==> src/rtl/circle_points_pkg.sv <==
// Shared types and constants for the midpoint circle point generator.
package circle_points_pkg;

  // Controller states.
  typedef enum logic [2:0] {
    ST_IDLE,
    ST_INIT,
    ST_EMIT,
    ST_STEP,
    ST_FIN
  } state_t;

  // Octant walk runs from OCT_FIRST to OCT_LAST.
  localparam logic [2:0] OCT_FIRST = 3'd0;
  localparam logic [2:0] OCT_LAST  = 3'd7;

  // Per-octant transform tables, bit i describes octant i:
  //   swap : offsets are (y, x) instead of (x, y)
  //   neg_x: x offset is subtracted from cx
  //   neg_y: y offset is subtracted from cy
  // Order: (+x,+y) (+y,+x) (-y,+x) (-x,+y) (-x,-y) (-y,-x) (+y,-x) (+x,-y)
  localparam logic [7:0] OCT_SWAP  = 8'b0110_0110;
  localparam logic [7:0] OCT_NEG_X = 8'b0011_1100;
  localparam logic [7:0] OCT_NEG_Y = 8'b1111_0000;

  // Decision variable width: headroom for 2*(y-x)+1 accumulation plus sign.
  function automatic int err_width(input int w);
    return w + 3;
  endfunction

endpackage

==> src/rtl/circle_octant_map.sv <==
// Maps one (x, y) offset pair and an octant index onto a clipped point
// around the centre. Purely combinational.
module circle_octant_map
  import circle_points_pkg::*;
#(
  parameter int W = 8
) (
  input  logic [W-1:0] cx,
  input  logic [W-1:0] cy,
  input  logic [W-1:0] x,
  input  logic [W-1:0] y,
  input  logic [2:0]   oct,
  output logic [W-1:0] px,
  output logic [W-1:0] py,
  output logic         in_range
);

  logic [W-1:0]        dx_mag;
  logic [W-1:0]        dy_mag;
  // One bit for the carry out of cx+x and one for the sign of cx-x.
  logic signed [W+1:0] sx;
  logic signed [W+1:0] sy;

  // Apply the octant's swap/sign pattern, then flag under- and overflow.
  always_comb begin
    dx_mag = OCT_SWAP[oct] ? y : x;
    dy_mag = OCT_SWAP[oct] ? x : y;
    if (OCT_NEG_X[oct]) sx = $signed({2'b00, cx}) - $signed({2'b00, dx_mag});
    else                sx = $signed({2'b00, cx}) + $signed({2'b00, dx_mag});
    if (OCT_NEG_Y[oct]) sy = $signed({2'b00, cy}) - $signed({2'b00, dy_mag});
    else                sy = $signed({2'b00, cy}) + $signed({2'b00, dy_mag});
    // Both top bits clear means 0 <= value <= 2^W-1.
    in_range = (sx[W+1:W] == 2'b00) && (sy[W+1:W] == 2'b00);
    px       = sx[W-1:0];
    py       = sy[W-1:0];
  end

endmodule

==> src/rtl/circle_points.sv <==
// Midpoint circle rasteriser: streams every in-range point of a circle
// through a valid/ready interface, one octant candidate per cycle.
module circle_points
  import circle_points_pkg::*;
#(
  parameter int W = 8
) (
  input  logic         clk,
  input  logic         rst_n,
  input  logic         start,
  input  logic [W-1:0] cx,
  input  logic [W-1:0] cy,
  input  logic [W-1:0] r,
  output logic         busy,
  output logic [W-1:0] px,
  output logic [W-1:0] py,
  output logic         pvalid,
  input  logic         pready,
  output logic         done
);

  localparam int ERR_W = err_width(W);
  localparam logic signed [ERR_W-1:0] ERR_ONE = ERR_W'(1);

  state_t                    state_reg, state_next;
  logic [W-1:0]              cx_reg, cx_next;
  logic [W-1:0]              cy_reg, cy_next;
  logic [W-1:0]              r_reg, r_next;
  logic [W-1:0]              x_reg, x_next;
  logic [W-1:0]              y_reg, y_next;
  logic signed [ERR_W-1:0]   err_reg, err_next;
  logic [2:0]                oct_reg, oct_next;
  logic [W-1:0]              px_reg, px_next;
  logic [W-1:0]              py_reg, py_next;
  logic                      pvalid_reg, pvalid_next;

  logic [W-1:0]              map_px, map_py;
  logic                      map_in_range;

  logic [W-1:0]              y_inc, x_dec, x_new;
  logic signed [ERR_W-1:0]   y_s, x_s;
  logic                      stalled;

  circle_octant_map #(.W(W)) u_map (
    .cx       (cx_reg),
    .cy       (cy_reg),
    .x        (x_reg),
    .y        (y_reg),
    .oct      (oct_reg),
    .px       (map_px),
    .py       (map_py),
    .in_range (map_in_range)
  );

  assign busy   = (state_reg != ST_IDLE);
  assign px     = px_reg;
  assign py     = py_reg;
  assign pvalid = pvalid_reg;
  // done waits until the last presented point has been taken.
  assign done   = (state_reg == ST_FIN) && !pvalid_reg;

  // State and datapath registers.
  always_ff @(posedge clk or negedge rst_n) begin
    if (!rst_n) begin
      state_reg  <= ST_IDLE;
      cx_reg     <= '0;
      cy_reg     <= '0;
      r_reg      <= '0;
      x_reg      <= '0;
      y_reg      <= '0;
      err_reg    <= '0;
      oct_reg    <= OCT_FIRST;
      px_reg     <= '0;
      py_reg     <= '0;
      pvalid_reg <= 1'b0;
    end else begin
      state_reg  <= state_next;
      cx_reg     <= cx_next;
      cy_reg     <= cy_next;
      r_reg      <= r_next;
      x_reg      <= x_next;
      y_reg      <= y_next;
      err_reg    <= err_next;
      oct_reg    <= oct_next;
      px_reg     <= px_next;
      py_reg     <= py_next;
      pvalid_reg <= pvalid_next;
    end
  end

  // Next-state logic: capture, octant walk with backpressure, midpoint step.
  always_comb begin
    state_next  = state_reg;
    cx_next     = cx_reg;
    cy_next     = cy_reg;
    r_next      = r_reg;
    x_next      = x_reg;
    y_next      = y_reg;
    err_next    = err_reg;
    oct_next    = oct_reg;
    px_next     = px_reg;
    py_next     = py_reg;
    pvalid_next = pvalid_reg;

    stalled = pvalid_reg && !pready;
    y_inc   = y_reg + W'(1);
    x_dec   = x_reg - W'(1);
    x_new   = err_reg[ERR_W-1] ? x_reg : x_dec;
    y_s     = ERR_W'(y_inc);
    x_s     = ERR_W'(x_new);

    // A handshake in any state retires the presented point.
    if (pvalid_reg && pready) pvalid_next = 1'b0;

    case (state_reg)
      ST_IDLE: begin
        if (start) begin
          cx_next    = cx;
          cy_next    = cy;
          r_next     = r;
          state_next = ST_INIT;
        end
      end
      ST_INIT: begin
        x_next     = r_reg;
        y_next     = '0;
        err_next   = ERR_ONE - ERR_W'(r_reg);
        oct_next   = OCT_FIRST;
        state_next = ST_EMIT;
      end
      ST_EMIT: begin
        // Evaluate a new candidate whenever the output slot is free or
        // being emptied this cycle; clipped candidates leave it empty.
        if (!stalled) begin
          pvalid_next = map_in_range;
          if (map_in_range) begin
            px_next = map_px;
            py_next = map_py;
          end
          oct_next = oct_reg + 3'd1;
          // x is only zero here for r=0, where the single centre point
          // is the whole circle.
          if (x_reg == '0)            state_next = ST_FIN;
          else if (oct_reg == OCT_LAST) state_next = ST_STEP;
        end
      end
      ST_STEP: begin
        y_next = y_inc;
        x_next = x_new;
        if (err_reg[ERR_W-1]) err_next = err_reg + (y_s <<< 1) + ERR_ONE;
        else                  err_next = err_reg + ((y_s - x_s) <<< 1) + ERR_ONE;
        if (y_inc <= x_new) begin
          oct_next   = OCT_FIRST;
          state_next = ST_EMIT;
        end else begin
          state_next = ST_FIN;
        end
      end
      ST_FIN: begin
        if (!pvalid_reg) state_next = ST_IDLE;
      end
      default: state_next = ST_IDLE;
    endcase
  end

endmodule
==> config.mk <==
export PLATFORM = sky130hd
export DESIGN_NAME = circle_points
export DESIGN_NICKNAME = d
export VERILOG_FILES = /design/src/rtl/circle_points_pkg.sv /design/src/rtl/circle_octant_map.sv /design/src/rtl/circle_points.sv
export SDC_FILE = /design/constraint.sdc
export NUM_CORES = 1
export LEC_CHECK = 0
export ABC_AREA = 1
export CAP_MARGIN = 20
export CORE_UTILIZATION = 42
export CTS_CLUSTER_SIZE = 10
export DETAILED_ROUTE_END_ITERATION = 6
export HOLD_SLACK_MARGIN = 0.03
export PLACE_DENSITY = 0.56
export RECOVER_POWER = 50
export SETUP_SLACK_MARGIN = 0.05
export SLEW_MARGIN = 20
export SYNTH_ARGS = -nofsm -noshare
export SYNTH_HDL_FRONTEND = slang
export SYNTH_HIERARCHICAL = 1
export SYNTH_SLANG_ARGS = --single-unit
==> constraint.sdc <==
create_clock -name clk -period 8.55 [get_ports clk]
set_input_delay 1.2825 -clock clk [delete_from_list [all_inputs] [get_ports clk]]
set_output_delay 1.2825 -clock clk [all_outputs]
set_load 0.05 [all_outputs]
# --- Word-level counts from Yosys, hierarchy flattened ---
# Memories as Yosys holds them, arrays and structs flattened.
# Index checks and enable logic that the tools add are counted.
word_totals:
  input_bits: 28
  ff_bits: 74
  n_memories: 3
  elab_cells: 82
  mem_bits_ro: 24
mem_list:
  columns: ["memory", "depth", "width", "rd", "rd_ports_with_merged_regs", "wr", "line_no", "rtl"]
  rows:
  - ["(no name shown)", 8, 1, 1, 0, 0, "circle_octant_map.sv:28", "if (OCT_NEG_X[oct]) sx = $signed({2'b00, cx}) - $signed({2'b00, dx_mag});"]
  - ["(no name shown)", 8, 1, 1, 0, 0, "circle_octant_map.sv:30", "if (OCT_NEG_Y[oct]) sy = $signed({2'b00, cy}) - $signed({2'b00, dy_mag});"]
  - ["(no name shown)", 8, 1, 1, 0, 0, "circle_octant_map.sv:26", "dx_mag = OCT_SWAP[oct] ? y : x;"]
classes:
  bitwise: 1
  n_eq_ne: 10
  n_addsub: 13
  n_reduce_logical: 17
  muxes: 25
  n_lt_le_gt_ge: 2
op_table:
  columns: ["op", "count"]
  rows:
  - ["one-hot mux 8 bit (2 select lines)", 2]
  - ["subtractor 8 x 8 -> 9 bit", 3]
  - ["2-to-1 mux 3 bit", 8]
  - ["2-to-1 mux 8 bit", 3]
  - ["adder 11 x 10 -> 11 bit", 2]
  - ["adder 11 x 2 -> 11 bit, second input constant", 2]
  - ["one-hot mux 11 bit (2 select lines)", 1]
  - ["2-to-1 mux 10 bit", 2]
  - ["adder 8 x 8 -> 9 bit", 2]
  - ["one-hot mux 3 bit (5 select lines)", 1]
  - ["2-to-1 mux 11 bit", 1]
  - ["one-hot mux 3 bit (3 select lines)", 1]
  - ["subtractor 1 x 8 -> 9 bit, first input constant", 1]
  - ["adder 8 x 1 -> 8 bit, second input constant", 1]
  - ["<= comparator 8 bit", 1]
  - ["logical NOT 8 bit", 1]
  - ["!= test 2 bit, second input constant", 4]
  - ["subtractor 8 x 1 -> 8 bit, second input constant", 1]
  - ["== test 3 x 2 -> 1 bit, second input constant", 2]
  - ["== test 3 bit, second input constant", 2]
  - ["2-to-1 mux 1 bit", 6]
  - ["AND reduction 3 bit", 2]
  - ["nonzero test 3 bit", 2]
  - ["logical AND 1 bit", 4]
  - ["11 further kinds", 13]

# --- Logic depth before layout (Yosys ltp) ---
# Gate-level depths: netlist (run 1).
depth:
  word_depth: 9
  depth_mapped: 25

# --- Modules after synthesis ---
# Netlist (run 1), hierarchy kept.
by_module_without_submodules:
  columns: ["module", "area_each_um2", "cells_each", "instances", "seq_area_each_um2"]
  rows:
  - ["circle_points", 4999.8, 615, 1, 1851.8]
  - ["circle_octant_map", 1900.6, 353, 1, 0.0]

# --- Worst setup path after synthesis (run 1) ---
# Ideal clock, no wire load.
synth_timing:
  path_kind: "reg2out"
  startpoint: "register state_reg[1]"
  endpoint: "output port done"
  stages_incl_launch_ff: 3
  path_buffers: 1
  path_slack_ps: 5160
  arrival_time_ps: 2107
  cell_sequence: "dfrtp_1 > buf_4 > nor4_1"
synth_between:
  elab_chain_cells: 2
synth_lines:
  columns: ["item", "line_no", "rtl"]
  rows:
  - ["from (decl)", "circle_points.sv:25", "state_t state_reg, state_next;"]
  - ["from (signal assigned)", "circle_points.sv:77", "state_reg <= state_next;"]
  - ["== test 3 bit", "circle_points.sv:60", "assign done = (state_reg == ST_FIN) && !pvalid_reg;"]
  - ["logical AND 1 bit", "circle_points.sv:60", null]
  - ["to (decl)", "circle_points.sv:19", "output logic done"]
# No other way between the ends.

==> qor.yml, run 1 <==
global_route:
  overflow: 0
  grt_pass1_vias: 5660
  grt_max_degree: 53
  grt_pass1_wl_um: 27950
  grt_usage_pct: 21.60
  antenna_found_initial: 0
worst_hold_path:
  min_path_type: "reg -> reg"
logic_synthesis:
  syn_avg_cell_area_um2: 7.128
  async_reset_ff_share_pct: 100.0
  ys.flop_type: "dfrtp_1"
  ys_seq_elements: 74
  synth_nets: 1068
  ys_seq_area_share_pct: 26.84
  syn-cell-area_um2: 6900
  syn_inst: 968
  ys_types: 46
  yosysWarnings: 6
  synth_edf_count: 0
worst_setup_path:
  startpoint_type: "primary input"
  cp_slowest_cell: "clkbuf_1"
  crit_required_ns: 8.37
  critPathArrivalTime_ns: 4.35
  endpoint_kind: "async pin"
  cpMostUsedCell: "clkbuf_1"
  crit_path_max_incr_delay_ns: 2.10
  critPathTopFamily: "buffers and inverters"
  timing.setup.critical_path_class: "in -> async"
  critPathBufInv: 2
  worstPathCellList: "clkbuf_1 > clkbuf_1"
  critPathMaxFanout: 52
outcome:
  status: "complete, but fails checks"
  violations: "capacitance limit, slew limit"
routing:
  vias_per_cell: 4.896
  wl_um: 17290
  vias: 6027
  wl_per_cell_um: 14.04
  drc: 0
  antenna_left: 0
  first_iter_violations: 308
  first_pass_iters: 4
layout:
  multi_input_area_um2: 4270
  final_common_cell: "nand2_1"
  synthToLayoutAreaGrowth_pct: 13.40
  fin_nets: 1110
  mostFrequentLayoutCells: "279 x nand2_1, 147 x inv_1, 74 x dfrtp_1"
  area.sequential_um2: 1852
  diodes: 0
  largest_register_ffs: 11
  nFillCells: 1684
  drive_above_1_share_pct: 8.966
die:
  std_cell_rows: 46
  fp.dieW_um: 130.2
  pin_count: 47
  coreArea_um2: 15940
  dieArea_um2: 16950
  initial_utilization_pct: 43.28
  die_y_um: 130.2
timing:
  slew_violations: 53
  max_freq_mhz: 221.1
  setup_viol: 0
  finalCritPeriodShare_pct: 52.90
  final_hold_viol_count: 0
  slew_headroom_pct: -91.48
  setup_tns_ns: 0
  period_needed_ns: 4.523
  rsz0062_at_grt: "false"
  fin_skew_ns: 0.008312
  worst_slew_pin_slew_ns: 2.872
place:
  port_buffers: 46
  gp_congestion: 0.9357
  dp_hpwl_um: 13630
clock_network:
  h-tree-depth: 3
  postCtsSetupBuffers: 0
  clockRootBuffer: "clkbuf_16"
  cts_tree: "yes"
  insertion_delay_ns: 0.35
  cts_hold_buf: 0
  cts_made_buffers: 9
  cts.sinks: 74
  clockBufferDepth: 2
  cts_resized: 0
  path_clk_slew_ns: 0.06
job:
  cap_violations: 1
stage by stage:
step / std cells / worst slack (ns) / hold WS [ns] / util (%) / area [um2]
global route: 1231 / 3.145 / 0.5193 / 49.08 / 7825
finish: 1231 / 4.027 / 0.5013 / 49.08 / 7825
global placement: 1215 / 4.652 / 0.4882 / 47.25 / 7532
CTS: 1231 / 4.478 / 0.5058 / 49.25 / 7851
floorplan: 968 / 5.160 / 0.4729 / - / 6900
detailed placement: 1215 / 4.505 / 0.4921 / 47.25 / 7532
kinds of logic after synthesis:
| group | after synthesis | synth area share (%) |
|---|---|---|
| AOI/OAI and AO/OA | 118 | 10.10 |
| xor gates and xnor gates | 30 | 3.917 |
| adders and majority gates | 72 | 13.82 |
| buffers and inverters | 187 | 11.02 |
| DFF | 74 | 26.84 |
| muxes | 35 | 6.256 |
| and+or+nand+nor | 452 | 28.05 |
cells in the mapped netlist, types with 11 or more instances:
library cell | instances | area [um2]
nand2_1 | 278 | 1044
inv_1 | 146 | 548.0
dfrtp_1 | 74 | 1852
nand3_1 | 69 | 345.3
ha_1 | 65 | 813.3
nor2_1 | 63 | 236.5
a21oi_1 | 45 | 225.2
o21ai_0 | 26 | 130.1
xor2_1 | 23 | 201.4
inv_2 | 20 | 75.07
mux2_2 | 20 | 225.2
nand4_1 | 12 | 75.07
a22oi_1 | 11 | 82.58
final cells by class:
class,instances,area share (%)
Multi-Input combinational cell,707,54.57
Clock inverter,7,1.199
Tap cell,216,3.454
Timing Repair Buffer,49,6.044
Sequential cell,74,23.66
Inverter,169,8.187
Clock buffer,9,2.878
path summary, 6_finish.rpt:
check,endpoint,start,depth (start not counted),slack [ns]
setup / recovery,state_reg[0],rst_n,2,4.03
hold / removal,py[3],py[3],1,0.50
setup reg to reg,err_reg[10],state_reg[0],8,4.31
hold reg to reg,py[3],py[3],1,0.50
max in group clk,err_reg[10],state_reg[0],8,4.31
min in group asynchronous,px[7],rst_n,1,1.21
layer usage:
layer | share of wire [%] | global-route usage, % | vias to the layer above
li1 | - | - | 3171
met1 | 47 | 27.57 | 2752
met2 | 48 | 36.98 | 89
met3 | 3.4 | 3.280 | 15
met4 | 1.5 | 7.524 | 0
met5 | 0 | 0 | -
Power of run 1 is not shown: default switching activity piles up to over one toggle a cycle in this logic, so the estimate is an artifact.
==> run 2, diff against run 1 <==
Settings changed: PLACE_DENSITY 0.56 to 0.58.
Clock period 8.55 ns to 4.1 ns, I/O delays scaled along.
==> qor.yml, run 2 (synthesized netlist as in run 1, its figures left out) <==
layout:
  instances_no_fill: 1234
  final_util_pct: 49.27
  largest_register_ffs: 11
  fin_nets: 1113
  mostFrequentLayoutCells: "279 x nand2_1, 146 x inv_1, 74 x dfrtp_1"
  drive_above_1_share_pct: 9.332
  diodes: 0
  nFillCells: 1626
  synthToLayoutAreaGrowth_pct: 13.83
  final_common_cell: "nand2_1"
timing:
  finalCritPeriodShare_pct: 84.95
  setup_viol: 0
  final_hold_viol_count: 0
  setup_tns_ns: 0
  holdWs_ns: 0.4515
  worst_slew_pin_slew_ns: 1.616
  rsz0062_at_grt: "false"
  slew_violations: 30
  max_freq_mhz: 287.1
  period_needed_ns: 3.483
  fin_skew_ns: 0.01365
  slew_headroom_pct: -7.711
routing:
  drc: 0
  antenna_left: 0
  first_iter_violations: 467
  vias: 6174
  wl_um: 17430
  first_pass_iters: 5
  wl_per_cell_um: 14.13
  vias_per_cell: 5.003
global_route:
  grt_pass1_wl_um: 28040
  grt_max_degree: 75
  grt_pass1_vias: 5608
  antenna_found_initial: 0
  overflow: 0
  grt_usage_pct: 21.68
die:
  pin_count: 47
  dieArea_um2: 16950
  coreArea_um2: 15940
  fp.dieW_um: 130.2
  std_cell_rows: 46
  initial_utilization_pct: 43.28
  die_y_um: 130.2
clock_network:
  clockRootBuffer: "clkbuf_16"
  cts.sinks: 74
  insertion_delay_ns: 0.35
  cts_tree: "yes"
  cts_resized: 0
  cts_hold_buf: 0
  cts_made_buffers: 9
  postCtsSetupBuffers: 0
  path_clk_slew_ns: 0.07
  clockBufferDepth: 2
  h-tree-depth: 3
worst_setup_path:
  ff2ff_setup_slack_ns: 0.62
  ff2ff_path_depth: 22
  startpoint_type: "flop"
  timing.setup.critical_path_class: "reg -> reg"
  endpoint_kind: "flop"
  critPathArrivalTime_ns: 3.73
  rr_endpoint: "err_reg[10]"
  crit_required_ns: 4.34
  critPathMaxFanout: 5
  r2r_start: "x_reg[0]"
place:
  gp_congestion: 0.9251
  dp_hpwl_um: 13410
  dp_cells: 1217
  port_buffers: 46
outcome:
  status: "complete, but fails checks"
  violations: "capacitance limit, slew limit"
worst_hold_path:
  min_path_type: "in -> async"
job:
  cap_violations: 1
[run 2: cell type report]
| class | count | area (um2) | area share [%] |
|---|---|---|---|
| multi-input combinational | 707 | 4278 | 54.46 |
| sequential | 74 | 1852 | 23.57 |
| inverter | 169 | 641.9 | 8.171 |
| timing repair buffer | 52 | 493.0 | 6.276 |
| tap | 216 | 270.3 | 3.441 |
| clock buffer | 11 | 242.7 | 3.090 |
| clock inverter | 5 | 77.57 | 0.9876 |
[run 2: per-stage QoR]
| stage | area, um2 | worst slack [ns] |
|---|---|---|
| floorplan | 6900 | 0.9890 |
| global placement | 7547 | 0.7286 |
| detailed placement | 7547 | 0.6773 |
| CTS | 7868 | 0.6609 |
| global route | 7855 | 0.1939 |
| finish | 7855 | 0.6169 |
[run 2: worst max-delay path, stage by stage, from the launching register on]
cell and delay (ns):
dfrtp_1 0.41, inv_1 0.16, ha_1 0.17, inv_1 0.05
nor4_1 0.22, xor2_1 0.18, inv_1 0.07, ha_1 0.35
a21oi_1 0.26, a21oi_1 0.10, nor2_1 0.11, xor2_1 0.16
inv_1 0.07, ha_1 0.34, nand2_1 0.08, nor2_1 0.18
nand3_1 0.10, nand3_1 0.09, nand2_1 0.05, nand3_1 0.07
nand2_1 0.05, nand2_1 0.05, nand2_1 0.05
[run 2: worst max path at each step]
stage | startpoint | cells after the start | to
final | x_reg[0] | 22 | err_reg[10]
after global routing | x_reg[0] | 22 | err_reg[9]
after CTS | x_reg[0] | 22 | err_reg[10]
after detailed placement | x_reg[0] | 22 | err_reg[10]
after global placement | err_reg[10] | 15 | err_reg[6]
after floorplan | x_reg[0] | 22 | err_reg[10]
[run 2: per-layer routing]
layer	GRT usage [%]	part of all wire, %	wire length [um]	vias up
li1	-	-	-	3186
met1	28.07	47	8148	2804
met2	36.45	47	8228	158
met3	3.690	3.9	679	26
met4	7.250	2.1	374	0
met5	0	0	0	-
Power of run 2 is left out for the same reason.
==> run 3, diff against run 2 <==
Clock period 4.1 ns to 3 ns, I/O delays scaled along.
==> qor.yml, run 3 (synthesized netlist as in run 1, its figures left out) <==
layout:
  largest_register_ffs: 11
  final_common_cell: "nand2_1"
  mostFrequentLayoutCells: "256 x nand2_1, 134 x inv_1, 91 x buf_4"
  final_util_pct: 58.18
  multi_input_area_um2: 4915
  diodes: 0
  instances_no_fill: 1330
  fin_nets: 1209
  drive_above_1_share_pct: 27.20
  synthToLayoutAreaGrowth_pct: 34.42
  area.sequential_um2: 1856
  nFillCells: 1528
place:
  dp_hpwl_um: 14230
  gp_congestion: 0.8872
  port_buffers: 46
  dp_cells: 1289
die:
  initial_utilization_pct: 43.28
  fp.dieW_um: 130.2
  pin_count: 47
  std_cell_rows: 46
  die_y_um: 130.2
  dieArea_um2: 16950
  coreArea_um2: 15940
global_route:
  grt_max_degree: 75
  overflow: 0
  gr-usage-met2_pct: 40.93
  antenna_found_initial: 0
  grt_pass1_vias: 6299
  busiest_layer: "met2"
  met3_usage_pct: 3.075
  use_met1_pct: 28.84
  grt_pass1_wl_um: 30480
  grt_usage_pct: 23.24
timing:
  fin_skew_ns: 0.01096
  holdWs_ns: 0.5053
  worst_slew_pin_slew_ns: 1.937
  rsz0062_at_grt: "true"
  final_hold_viol_count: 0
  period_needed_ns: 3.120
  slew_headroom_pct: -29.12
  slew_violations: 75
  finalCritPeriodShare_pct: 104.0
  worst_slack_ns: -0.1204
  max_freq_mhz: 320.5
  setup_viol: 3
clock_network:
  cts.sinks: 74
  cts_hold_buf: 0
  clockBufferDepth: 2
  clockRootBuffer: "clkbuf_16"
  h-tree-depth: 3
  cts_tree: "yes"
  cts_made_buffers: 9
  path_clk_slew_ns: 0.07
  insertion_delay_ns: 0.35
routing:
  vias: 6540
  antenna_left: 0
  first_iter_violations: 296
  vias_per_cell: 4.917
  first_pass_iters: 5
  wl_per_cell_um: 14.28
  wl_um: 18990
  drc: 0
worst_setup_path:
  critPathMaxFanout: 3
  startpoint_type: "flop"
  timing.setup.critical_path_class: "reg -> reg"
  crit_start: "x_reg[1]"
  endpoint_kind: "flop"
  critPathArrivalTime_ns: 3.40
  crit_required_ns: 3.28
  rr_endpoint: "err_reg[10]"
  ff2ff_setup_slack_ns: -0.12
  ff2ff_path_depth: 22
  r2r_start: "x_reg[1]"
  cp-endpoint: "err_reg[10]"
outcome:
  violations: "capacitance limit, slew limit, setup timing"
  status: "complete, but fails checks"
worst_hold_path:
  min_path_type: "reg -> reg"
job:
  cap_violations: 1
## run 3: cell types whose count changed in the layout (fill, tap and decap cells not counted), moves of 13 or more
cell	before	now
buf_4	4	91
nand2_1	279	256
ha_1	65	46
ha_4	0	16
nand2_2	1	16
inv_2	19	32
## run 3: repair_timing
action                                  4_1_cts  5_1_grt
setup buffers                                16        7
resized for setup                            51       88
endpoints found under the setup margin       23       27
pin swaps                                    30       42
cloned                                        0        2
## run 3: worst max-delay path: stages (launching register included)
cell     delay, ns
dfrtp_1       0.40
inv_2         0.07
buf_4         0.15
ha_4          0.26
nand2_2       0.05
o21ai_2       0.08
inv_2         0.06
fa_2          0.36
inv_2         0.07
nand3_2       0.07
nand2_4       0.10
a31oi_4       0.10
xnor2_2       0.23
ha_1          0.31
nand2_2       0.11
nand2_4       0.07
a21oi_4       0.14
nand3_2       0.08
nand2_1       0.06
nand3_1       0.07
nand2_1       0.06
nand2_1       0.04
nand2_1       0.10
## run 3: through the flow
| step | instance area, um2 | TNS [ns] | setup WS (ns) |
|---|---|---|---|
| floorplan | 6938 | 0 | 0.06639 |
| global placement | 8150 | -1.437 | -0.2685 |
| detailed placement | 8150 | -1.388 | -0.2676 |
| CTS | 8782 | -0.3386 | -0.1522 |
| global route | 9275 | -1.061 | -0.3095 |
| finish | 9275 | -0.1957 | -0.1204 |
## run 3: cell type report
class / count / share of cell area [%]
Tap cell: 216 / 2.914
Clock buffer: 9 / 2.428
Inverter: 169 / 6.961
Timing Repair Buffer: 148 / 14.11
Clock inverter: 7 / 0.5936
Multi-Input combinational cell: 707 / 52.99
Sequential cell: 74 / 20.01
## run 3: worst min path at each step
stage | from | endpoint | slack (ns) | cells past startpoint
after global routing | px[3] | px[3] | 0.52 | 1
after CTS | rst_n | px[7] | 0.31 | 1
after floorplan | rst_n | cx_reg[0] | 0.15 | 0
after detailed placement | px[3] | px[3] | 0.49 | 1
final | py[1] | py[1] | 0.51 | 1
after global placement | py[4] | py[4] | 0.49 | 1
## run 3: per-layer routing
metal	share of wire [%]	vias up	wire length (um)
met1	45	3029	8504
met5	0	-	0
met4	2.4	0	459
met2	50	116	9558
met3	2.5	26	469
li1	-	3369	-
Power of run 3 is left out for the same reason.
